--- config.mk ---
export PLATFORM = sky130hd
export DESIGN_NAME = x_top_uart_loopback
export DESIGN_NICKNAME = d
export VERILOG_FILES = /design/src/rtl/x_top_uart_loopback.sv
export SDC_FILE = /design/constraint.sdc
export NUM_CORES = 1
export LEC_CHECK = 0
export ABC_AREA = 1
export CAP_MARGIN = 20
export CORE_MARGIN = 2
export CORE_UTILIZATION = 55
export CTS_CLUSTER_DIAMETER = 150
export DETAILED_ROUTE_END_ITERATION = 8
export PLACE_DENSITY = 0.79
export SKIP_CTS_REPAIR_TIMING = 1
export SLEW_MARGIN = 20
export SYNTH_ARGS = -nofsm -noshare
export SYNTH_HDL_FRONTEND = slang
export SYNTH_SLANG_ARGS = --single-unit
--- constraint.sdc ---
create_clock -name i_clk -period 9.3 [get_ports i_clk]
set_clock_uncertainty 0.15 [all_clocks]
set_input_delay 2.325 -clock i_clk [delete_from_list [all_inputs] [get_ports i_clk]]
set_output_delay 2.325 -clock i_clk [all_outputs]
set_load 0.01 [all_outputs]
--- src/rtl/x_top_uart_loopback.sv ---
// Buffered UART loopback: rx bytes go through a FIFO and are echoed, case-swapped,
// held or flushed under control of a runtime mode input.

module x_uart_rx #(
  parameter int unsigned p_clk_hz = 1000000,
  parameter int unsigned p_baud   = 9600
) (
  input  logic       i_clk,
  input  logic       i_nrst,
  input  logic       i_rx,
  output logic       o_valid,
  output logic [7:0] o_data
);
  localparam int unsigned Cpb = p_clk_hz / p_baud;
  localparam int unsigned Cw  = $clog2(Cpb);
  localparam logic [Cw-1:0] CntFull = Cw'(Cpb - 1);
  localparam logic [Cw-1:0] CntHalf = Cw'(Cpb / 2 - 1);

  localparam logic [1:0] StIdle  = 2'd0;
  localparam logic [1:0] StStart = 2'd1;
  localparam logic [1:0] StData  = 2'd2;
  localparam logic [1:0] StStop  = 2'd3;

  logic [1:0]    sync_q;
  logic          rx_s;
  logic [1:0]    state_q, state_d;
  logic [Cw-1:0] cnt_q, cnt_d;
  logic [2:0]    bit_q, bit_d;
  logic [7:0]    data_q, data_d;
  logic          valid_q, valid_d;

  assign rx_s    = sync_q[1];
  assign o_valid = valid_q;
  assign o_data  = data_q;

  always_comb begin
    state_d = state_q;
    cnt_d   = cnt_q + 1'b1;
    bit_d   = bit_q;
    data_d  = data_q;
    valid_d = 1'b0;
    case (state_q)
      StIdle: begin
        cnt_d = '0;
        if (!rx_s) state_d = StStart;
      end
      // Re-check the start bit at mid-bit to reject glitches.
      StStart: begin
        if (cnt_q == CntHalf) begin
          cnt_d   = '0;
          bit_d   = '0;
          state_d = rx_s ? StIdle : StData;
        end
      end
      StData: begin
        if (cnt_q == CntFull) begin
          cnt_d  = '0;
          data_d = {rx_s, data_q[7:1]};
          bit_d  = bit_q + 3'd1;
          if (bit_q == 3'd7) state_d = StStop;
        end
      end
      StStop: begin
        if (cnt_q == CntFull) begin
          state_d = StIdle;
          valid_d = rx_s;
        end
      end
      default: state_d = StIdle;
    endcase
  end

  always_ff @(posedge i_clk or negedge i_nrst) begin
    if (!i_nrst) begin
      sync_q  <= 2'b11;
      state_q <= StIdle;
      cnt_q   <= '0;
      bit_q   <= '0;
      data_q  <= '0;
      valid_q <= 1'b0;
    end else begin
      sync_q  <= {sync_q[0], i_rx};
      state_q <= state_d;
      cnt_q   <= cnt_d;
      bit_q   <= bit_d;
      data_q  <= data_d;
      valid_q <= valid_d;
    end
  end
endmodule

module x_uart_tx #(
  parameter int unsigned p_clk_hz = 1000000,
  parameter int unsigned p_baud   = 9600
) (
  input  logic       i_clk,
  input  logic       i_nrst,
  input  logic       i_valid,
  input  logic [7:0] i_data,
  output logic       o_accept,
  output logic       o_tx
);
  localparam int unsigned Cpb = p_clk_hz / p_baud;
  localparam int unsigned Cw  = $clog2(Cpb);
  localparam logic [Cw-1:0] CntFull = Cw'(Cpb - 1);

  logic          busy_q, busy_d;
  logic [Cw-1:0] cnt_q, cnt_d;
  logic [3:0]    bit_q, bit_d;
  logic [8:0]    shift_q, shift_d;
  logic          tx_q, tx_d;

  assign o_accept = !busy_q;
  assign o_tx     = tx_q;

  // bit_q counts periods: 0 is start, 1..8 data, 9 stop.
  always_comb begin
    busy_d  = busy_q;
    cnt_d   = cnt_q;
    bit_d   = bit_q;
    shift_d = shift_q;
    tx_d    = tx_q;
    if (!busy_q) begin
      if (i_valid) begin
        busy_d  = 1'b1;
        tx_d    = 1'b0;
        shift_d = {1'b1, i_data};
        cnt_d   = '0;
        bit_d   = '0;
      end
    end else begin
      cnt_d = cnt_q + 1'b1;
      if (cnt_q == CntFull) begin
        cnt_d = '0;
        if (bit_q == 4'd9) begin
          busy_d = 1'b0;
        end else begin
          tx_d    = shift_q[0];
          shift_d = {1'b1, shift_q[8:1]};
          bit_d   = bit_q + 4'd1;
        end
      end
    end
  end

  always_ff @(posedge i_clk or negedge i_nrst) begin
    if (!i_nrst) begin
      busy_q  <= 1'b0;
      cnt_q   <= '0;
      bit_q   <= '0;
      shift_q <= '1;
      tx_q    <= 1'b1;
    end else begin
      busy_q  <= busy_d;
      cnt_q   <= cnt_d;
      bit_q   <= bit_d;
      shift_q <= shift_d;
      tx_q    <= tx_d;
    end
  end
endmodule

module x_top_uart_loopback #(
  parameter int unsigned p_clk_hz = 1000000,
  parameter int unsigned p_baud   = 9600,
  parameter int unsigned p_depth  = 16,
  localparam int unsigned LW      = $clog2(p_depth) + 1
) (
  input  logic          i_clk,
  input  logic          i_nrst,
  input  logic          i_rx,
  output logic          o_tx,
  input  logic [1:0]    i_mode,
  input  logic          i_clr_ovf,
  output logic [LW-1:0] o_level,
  output logic          o_empty,
  output logic          o_full,
  output logic          o_overflow
);
  localparam int unsigned Aw = LW - 1;

  logic          rx_valid;
  logic [7:0]    rx_data;
  logic          tx_valid;
  logic          tx_accept;
  logic [7:0]    tx_data;
  logic [7:0]    head;
  logic          is_alpha;
  logic          flush, push_req, push, pop, drop;
  logic [LW-1:0] wr_q, rd_q;
  logic          ovf_q;
  logic [7:0]    mem_q [p_depth];

  x_uart_rx #(
    .p_clk_hz (p_clk_hz),
    .p_baud   (p_baud)
  ) u_rx (
    .i_clk   (i_clk),
    .i_nrst  (i_nrst),
    .i_rx    (i_rx),
    .o_valid (rx_valid),
    .o_data  (rx_data)
  );

  x_uart_tx #(
    .p_clk_hz (p_clk_hz),
    .p_baud   (p_baud)
  ) u_tx (
    .i_clk    (i_clk),
    .i_nrst   (i_nrst),
    .i_valid  (tx_valid),
    .i_data   (tx_data),
    .o_accept (tx_accept),
    .o_tx     (o_tx)
  );

  assign o_level    = wr_q - rd_q;
  assign o_empty    = (wr_q == rd_q);
  assign o_full     = (wr_q[Aw-1:0] == rd_q[Aw-1:0]) && (wr_q[Aw] != rd_q[Aw]);
  assign o_overflow = ovf_q;

  assign flush    = (i_mode == 2'd3);
  assign push_req = rx_valid && !flush;
  assign tx_valid = !o_empty && !i_mode[1];
  assign pop      = tx_valid && tx_accept;
  // A full FIFO still takes the byte when the head leaves in the same cycle.
  assign push     = push_req && (!o_full || pop);
  assign drop     = push_req && o_full && !pop;

  always_comb begin
    head     = mem_q[rd_q[Aw-1:0]];
    is_alpha = ((head >= 8'h41) && (head <= 8'h5A)) || ((head >= 8'h61) && (head <= 8'h7A));
    tx_data  = ((i_mode == 2'd1) && is_alpha) ? (head ^ 8'h20) : head;
  end

  always_ff @(posedge i_clk or negedge i_nrst) begin
    if (!i_nrst) begin
      wr_q <= '0;
      rd_q <= '0;
    end else if (flush) begin
      wr_q <= '0;
      rd_q <= '0;
    end else begin
      if (push) wr_q <= wr_q + 1'b1;
      if (pop)  rd_q <= rd_q + 1'b1;
    end
  end

  always_ff @(posedge i_clk) begin
    if (push) mem_q[wr_q[Aw-1:0]] <= rx_data;
  end

  // A drop in the same cycle as a clear leaves the flag set.
  always_ff @(posedge i_clk or negedge i_nrst) begin
    if (!i_nrst) begin
      ovf_q <= 1'b0;
    end else if (drop) begin
      ovf_q <= 1'b1;
    end else if (i_clr_ovf) begin
      ovf_q <= 1'b0;
    end
  end
endmodule

# After elaboration in Yosys (flattened, before gate mapping)
# Memory sizes are Yosys's and may differ from the RTL's.
# Index checks and enable logic that the tools add are counted.
[word_totals] inputBits=6 memories=1 register_bits=56 output_inout_bits=9 mem_bits_rw=128
[memory_table] memory="mem_q" depth=16 width=8 read_ports=1 rd_ports_with_merged_regs=0 wr=1 line="192" source="logic [7:0] mem_q [p_depth];"
[op_classes] order_cmp=4 addsub=7 eq_ne=20 muxes=43 n_reduce_logical=28 n_bitwise=1
[op_table] op="two-way mux 9 bit" count=4
[op_table] op="two-way mux 7 bit" count=5
[op_table] op="one-hot mux 7 bit (3 select lines)" count=1
[op_table] op="two-way mux 5 bit" count=4
[op_table] op=">= comparator 8 x 7 -> 1 bit (second input constant)" count=2
[op_table] op="<= comparator 8 x 7 -> 1 bit (second input constant)" count=2
[op_table] op="two-way mux 4 bit" count=4
[op_table] op="adder 7 x 1 -> 7 bit (second input constant)" count=2
[op_table] op="equality test 7 bit (second input constant)" count=2
[op_table] op="two-way mux 1 bit" count=14
[op_table] op="two-way mux 2 bit" count=6
[op_table] op="adder 5 x 1 -> 5 bit (second input constant)" count=2
[op_table] op="logical AND 1 bit" count=10
[op_table] op="nonzero test 2 bit" count=5
[op_table] op="!= test 2 x 1 -> 1 bit (second input constant)" count=4
[op_table] op="one-hot mux 2 bit (4 select lines)" count=1
[op_table] op="equality test 7 x 6 -> 1 bit (second input constant)" count=1
[op_table] op="equality test 2 bit (second input constant)" count=3
[op_table] op="logical NOT 1 bit" count=6
[op_table] op="two-way mux 3 bit" count=2
[op_table] op="two-way mux 6 bit" count=1
[op_table] op="!= test 2 bit (second input constant)" count=3
[op_table] op="one-hot mux 3 bit (2 select lines)" count=1
[op_table] op="AND reduction 3 bit" count=2
[op_table] op="other kinds (14)" count=16

# Depth between registers and ports, before layout
[logic_depth] word_depth=8 ltp_mapped=17

# Modules after synthesis
# Synthesis repeated with hierarchy kept, for this count alone.
[hier_totals] hier_cells=889 area_unflattened_um2=8548.2
[modules_own_cells] mod="x_top_uart_loopback" n_inst=1 area_each_um2=6283.5 cells_per_inst=612
[modules_own_cells] mod="x_uart_tx" n_inst=1 area_each_um2=1164.9 cells_per_inst=157
[modules_own_cells] mod="x_uart_rx" n_inst=1 area_each_um2=1099.8 cells_per_inst=120

# Worst setup path before layout
# OpenSTA, ideal clock, no wires.
[synth_path] path_kind="register -> output" start="reg rd_q[2]" end="out o_level[3]" path_buffers=2 arrival_time_ns=1.626 t_required_ns=6.825 path_slack_ns=5.199 stages_incl_launch_ff=8 path_cell_list="dfrtp_1 > clkbuf_1 > inv_1 > clkbuf_1 > ha_1 > a21oi_1 > o21ai_0 > xor2_1"
[synth_between] elab_chain_len=1
[synth_rtl] item="start: declaration" line="190" source="logic [LW-1:0] wr_q, rd_q;"
[synth_rtl] item="start signal: assignment" line="245" source="if (pop) rd_q <= rd_q + 1'b1;"
[synth_rtl] item="subtractor 5 bit" line="217" source="assign o_level = wr_q - rd_q;"
[synth_rtl] item="end: declaration" line="175" source="output logic [LW-1:0] o_level,"
# No other way between the ends.

# Worst setup path after layout
# Same ends and word-level chain as after synthesis.

==> results summary <==
The proportion of synthesized flip-flops having asynchronous set or reset came out at 30.05%. The share of the clock period used by the worst path came out at 60.56%. The worst register-to-register path ends at mem_q[12][1].

The site row count came out at 44. The data arrival time of the critical path came out at 3.16 ns. The net count reported at finish came out at 819. The worst slack after detailed placement is 4.156 ns. The worst setup path is captured at a primary output.

The floorplan core area came out at 14530 µm². For the worst flop-to-flop path, the logic depth is 12. The number of antenna violations at the first check in global routing is 0. The number of antenna diodes in the final layout is 0. The clock period could shrink to 5.632 ns. The library cell used most frequently in the layout, excluding fill and tap cells, is sky130_fd_sc_hd__nand2_1. At the worst endpoint, the required time is 6.83 ns. The run finished with clean final reports. For this run, the top clock speed supported by timing is 177.6 MHz. The library cells used most frequently in the layout, excluding fill and tap cells, are sky130_fd_sc_hd__nand2_1 (170), sky130_fd_sc_hd__edfxtp_1 (128), sky130_fd_sc_hd__inv_1 (86).

For hold timing, the worst endpoint is u_rx.sync_q[1]. The summed instance area of the synthesized netlist is 8170 µm². In this run, the number of DRC markers left after iteration 0 of detailed routing was 565. The detail-routed net length per standard cell came out at 16.28 µm.

Yosys mapped a number of flops with a built-in enable equal to 128. In the synthesized netlist the dominant register cell turns out to be sky130_fd_sc_hd__edfxtp_1. The number of clock sinks seen by CTS came out at 183. The instance area at placement came out at 8452 µm².

The first detailed-routing pass ran for 5 iterations. In this run the number of H-tree levels came out at 4. TritonCTS built the clock tree. The clock latency reported for the late side of the worst-skew pair is 0.43 ns. STA classifies the critical path startpoint as a register. The number of warnings printed during yosys synthesis is 0. The synthesized design devotes to its leading area cell type 47.04% of total area.

The total overflow left after global routing is 0. The largest net degree at the start of global routing is 76. After detailed routing, the total wire length is 16.10 mm. The number of primary I/O pins is 15. The final max-slew violation count is 0.

The number of cells in the finished layout apart from fillers is 989. The weighted congestion reported at the end of routability-driven placement is 0.8800. The number of vias per cell came out at 5.508. The count of unique library cells instantiated by Yosys came out at 38. The clock-pin slew on the worst setup and hold paths came out at 0.07 ns. The overall die height is 125.9 µm. The count of final hold-check violations is 0. In this run the worst hold path is classified as register to register. The worst reg2reg path startpoint is rd_q[2]. The number of port buffers is 14.

By startpoint and endpoint, the worst setup path is classified as register to primary output. The area of the die is 15850 µm². Summing the areas of all xor and xnor instances in the mapped netlist gives 0.8576% of the synthesized area. Multiplexer cells account for 0.9648% of the synthesized area. The half-perimeter wire length of the detailed placement result came out at 10.15 mm. The simple-gate share of the synthesized area is 17.78%. The relative area change from synthesis to final layout is 10.57%. The startpoint identified for the worst hold timing path is u_rx.sync_q[0]. The first global-routing pass estimated 26.29 mm of wire. The multi-input combinational cells in the finished layout cover a total of 2471 µm².

Setup repair after global routing left no endpoint under its margin. Dividing total power by cell area gives a power density of 192.1 nW/µm². The maximum root-to-sink buffer count came out at 2. The number of nets in the synthesized netlist is 809. The most area-hungry cell type in the Yosys netlist is sky130_fd_sc_hd__edfxtp_1. The remaining antenna violation count after routing came out at 0. The DRC violations left is 0. The width of the die is 125.9 µm. The final critical-path setup slack came out at 3.668 ns. IR analysis of the VDD net gives a maximum drop of 0.1441 mV. Global routing used 21.63% of the available tracks.

The analysis attributes to cell leakage a power of 3.915 nW. CTS placed an instance of sky130_fd_sc_hd__clkbuf_16 at the clock tree root. The main combinational cell family by area after synthesis is simple AND/OR/NAND/NOR gates. The sum of internal, switching and leakage power is 1.735 mW.

The register bit total from synthesis is 183. The count of endpoints failing setup in the final report is 0. The adder-cell share of the synthesized area came out at 3.308%. The slack of the worst reg-to-reg path is 5.38 ns. Once the floorplan was initialized, standard cells occupied 56.22% of the core. The headroom to the max-slew limit came out at 37.82%. Summing the areas of all compound-gate instances in the mapped netlist gives 7.335% of the synthesized area. The hold-critical path depth came out at 0. The pin slew with the least headroom to its limit came out at 0.9317 ns. The reported max-cap violation count came out at 0. The CTS buffer count came out at 17. The setup TNS after final layout is 0 ns. After filler insertion, the fill cell instance count of the layout stands at 1088. The total non-filler cell area in the finished layout came out at 9034 µm². The number of standard cells after synthesis is 782.

The area taken by flip-flops and latches is 5235 µm². The worst-path maximum fanout is 20. The fraction of final layout cells sized beyond drive strength 1 came out at 8.447%.

The number of placed instances with taps included came out at 957. Sequential elements use 64.06% of the synthesized area. The via total after detailed routing came out at 5447. By area the synthesized netlist is led by sky130_fd_sc_hd__edfxtp_1 (47%), sky130_fd_sc_hd__dfrtp_1 (13%), sky130_fd_sc_hd__nand2_1 (7.8%), sky130_fd_sc_hd__nand3_1 (4.3%), sky130_fd_sc_hd__inv_1 (4.0%). The post-synthesis area per instance is 10.45 µm².

The via count of the first global-routing pass came out at 5244.
-- cell families (layout without fill, tap and decap cells) --
group,after synthesis,after routing
compound gates,104,104
flops,183,183
simple gates,341,341
buf+inv,118,141
xor+xnor,8,8
mux,7,7
fa+ha+maj,21,21
-- worst max-delay path by stage --
stage / start / endpoint / slack [ns] / depth (start not counted)
after global routing: rd_q[2] / o_level[4] / 3.48 / 6
after CTS: rd_q[2] / o_level[3] / 3.66 / 6
final: rd_q[2] / o_level[3] / 3.67 / 6
after detailed placement: rd_q[2] / o_level[3] / 4.16 / 6
after floorplan: rd_q[2] / o_level[3] / 5.20 / 7
after global placement: rd_q[2] / o_level[3] / 4.19 / 6
-- flip-flops by register name (all words and copies together) (netlist names), named ones only --
register / count
wr_q: 5
o_overflow: 1
u_rx.bit_q: 3
u_tx.shift_q: 8
u_tx.cnt_q: 7
u_rx.state_q: 1
u_rx.o_data: 8
rd_q: 5
u_tx.bit_q: 4
u_tx.busy_q: 1
u_rx.o_valid: 1
mem_q: 128
u_rx.sync_q: 2
u_tx.o_tx: 1
u_rx.cnt_q: 7
-- metrics by stage --
| stage | util, % | hold WS, ns |
|---|---|---|
| 4_1_cts | 62.16 | 0.2088 |
| 3_3_place_gp | 58.15 | 0.1964 |
| 5_1_grt | 62.16 | 0.2146 |
| 6_report | 62.16 | 0.2075 |
| 3_5_place_dp | 58.15 | 0.1988 |
| 2_1_floorplan | - | 0.1952 |
-- cell usage after synthesis, types with 2 or more instances --
master / number
sky130_fd_sc_hd__a21oi_1: 18
sky130_fd_sc_hd__buf_2: 5
sky130_fd_sc_hd__buf_4: 3
sky130_fd_sc_hd__clkbuf_1: 19
sky130_fd_sc_hd__clkinv_1: 2
sky130_fd_sc_hd__dfrtp_1: 44
sky130_fd_sc_hd__dfstp_2: 11
sky130_fd_sc_hd__edfxtp_1: 128
sky130_fd_sc_hd__ha_1: 20
sky130_fd_sc_hd__inv_1: 86
sky130_fd_sc_hd__inv_4: 2
sky130_fd_sc_hd__mux2_2: 7
sky130_fd_sc_hd__nand2_1: 170
sky130_fd_sc_hd__nand2_4: 3
sky130_fd_sc_hd__nand3_1: 71
sky130_fd_sc_hd__nand3b_1: 2
sky130_fd_sc_hd__nand4_1: 3
sky130_fd_sc_hd__nor2_1: 81
sky130_fd_sc_hd__nor2_4: 2
sky130_fd_sc_hd__nor3_1: 6
sky130_fd_sc_hd__o211ai_1: 12
sky130_fd_sc_hd__o21a_1: 4
sky130_fd_sc_hd__o21ai_0: 55
sky130_fd_sc_hd__o221ai_1: 2
sky130_fd_sc_hd__o22ai_1: 7
sky130_fd_sc_hd__xnor2_1: 3
sky130_fd_sc_hd__xor2_1: 5
-- layout make-up --
class / instances / area share (%)
flip-flops and latches: 183 / 57.95
clock inverters: 11 / 0.8726
inverters: 90 / 3.795
repair buffers: 19 / 1.911
well taps: 184 / 2.548
multi-input cells: 481 / 27.35
clock buffers: 21 / 5.568
-- power breakdown --
part | total [mW] | leakage (nW) | internal [mW] | switching (mW)
registers | 0.947 | 2.18 | 0.920 | 0.0272
clock network | 0.690 | 0.295 | 0.390 | 0.299
logic | 0.0984 | 1.44 | 0.0440 | 0.0543
-- routing by layer --
layer  wire [µm]  share of wire (%)  vias to the layer above  track usage (%)
met1        6798                 42                     2579            28.77
met5           0                  0                        -                0
met4         403                2.5                        0            8.856
met2        7780                 48                      190            34.69
li1            -                  -                     2651                -
met3        1121                7.0                       27            5.098
-- critical path, cell delays in order, from the launching register on --
cell	delay, ns
sky130_fd_sc_hd__dfrtp_1	0.71
sky130_fd_sc_hd__inv_1	0.49
sky130_fd_sc_hd__ha_1	0.52
sky130_fd_sc_hd__nand2_1	0.07
sky130_fd_sc_hd__o21ai_0	0.18
sky130_fd_sc_hd__xor2_1	0.18
sky130_fd_sc_hd__clkdlybuf4s50_1	0.55
(Power assumes the default switching activity.)
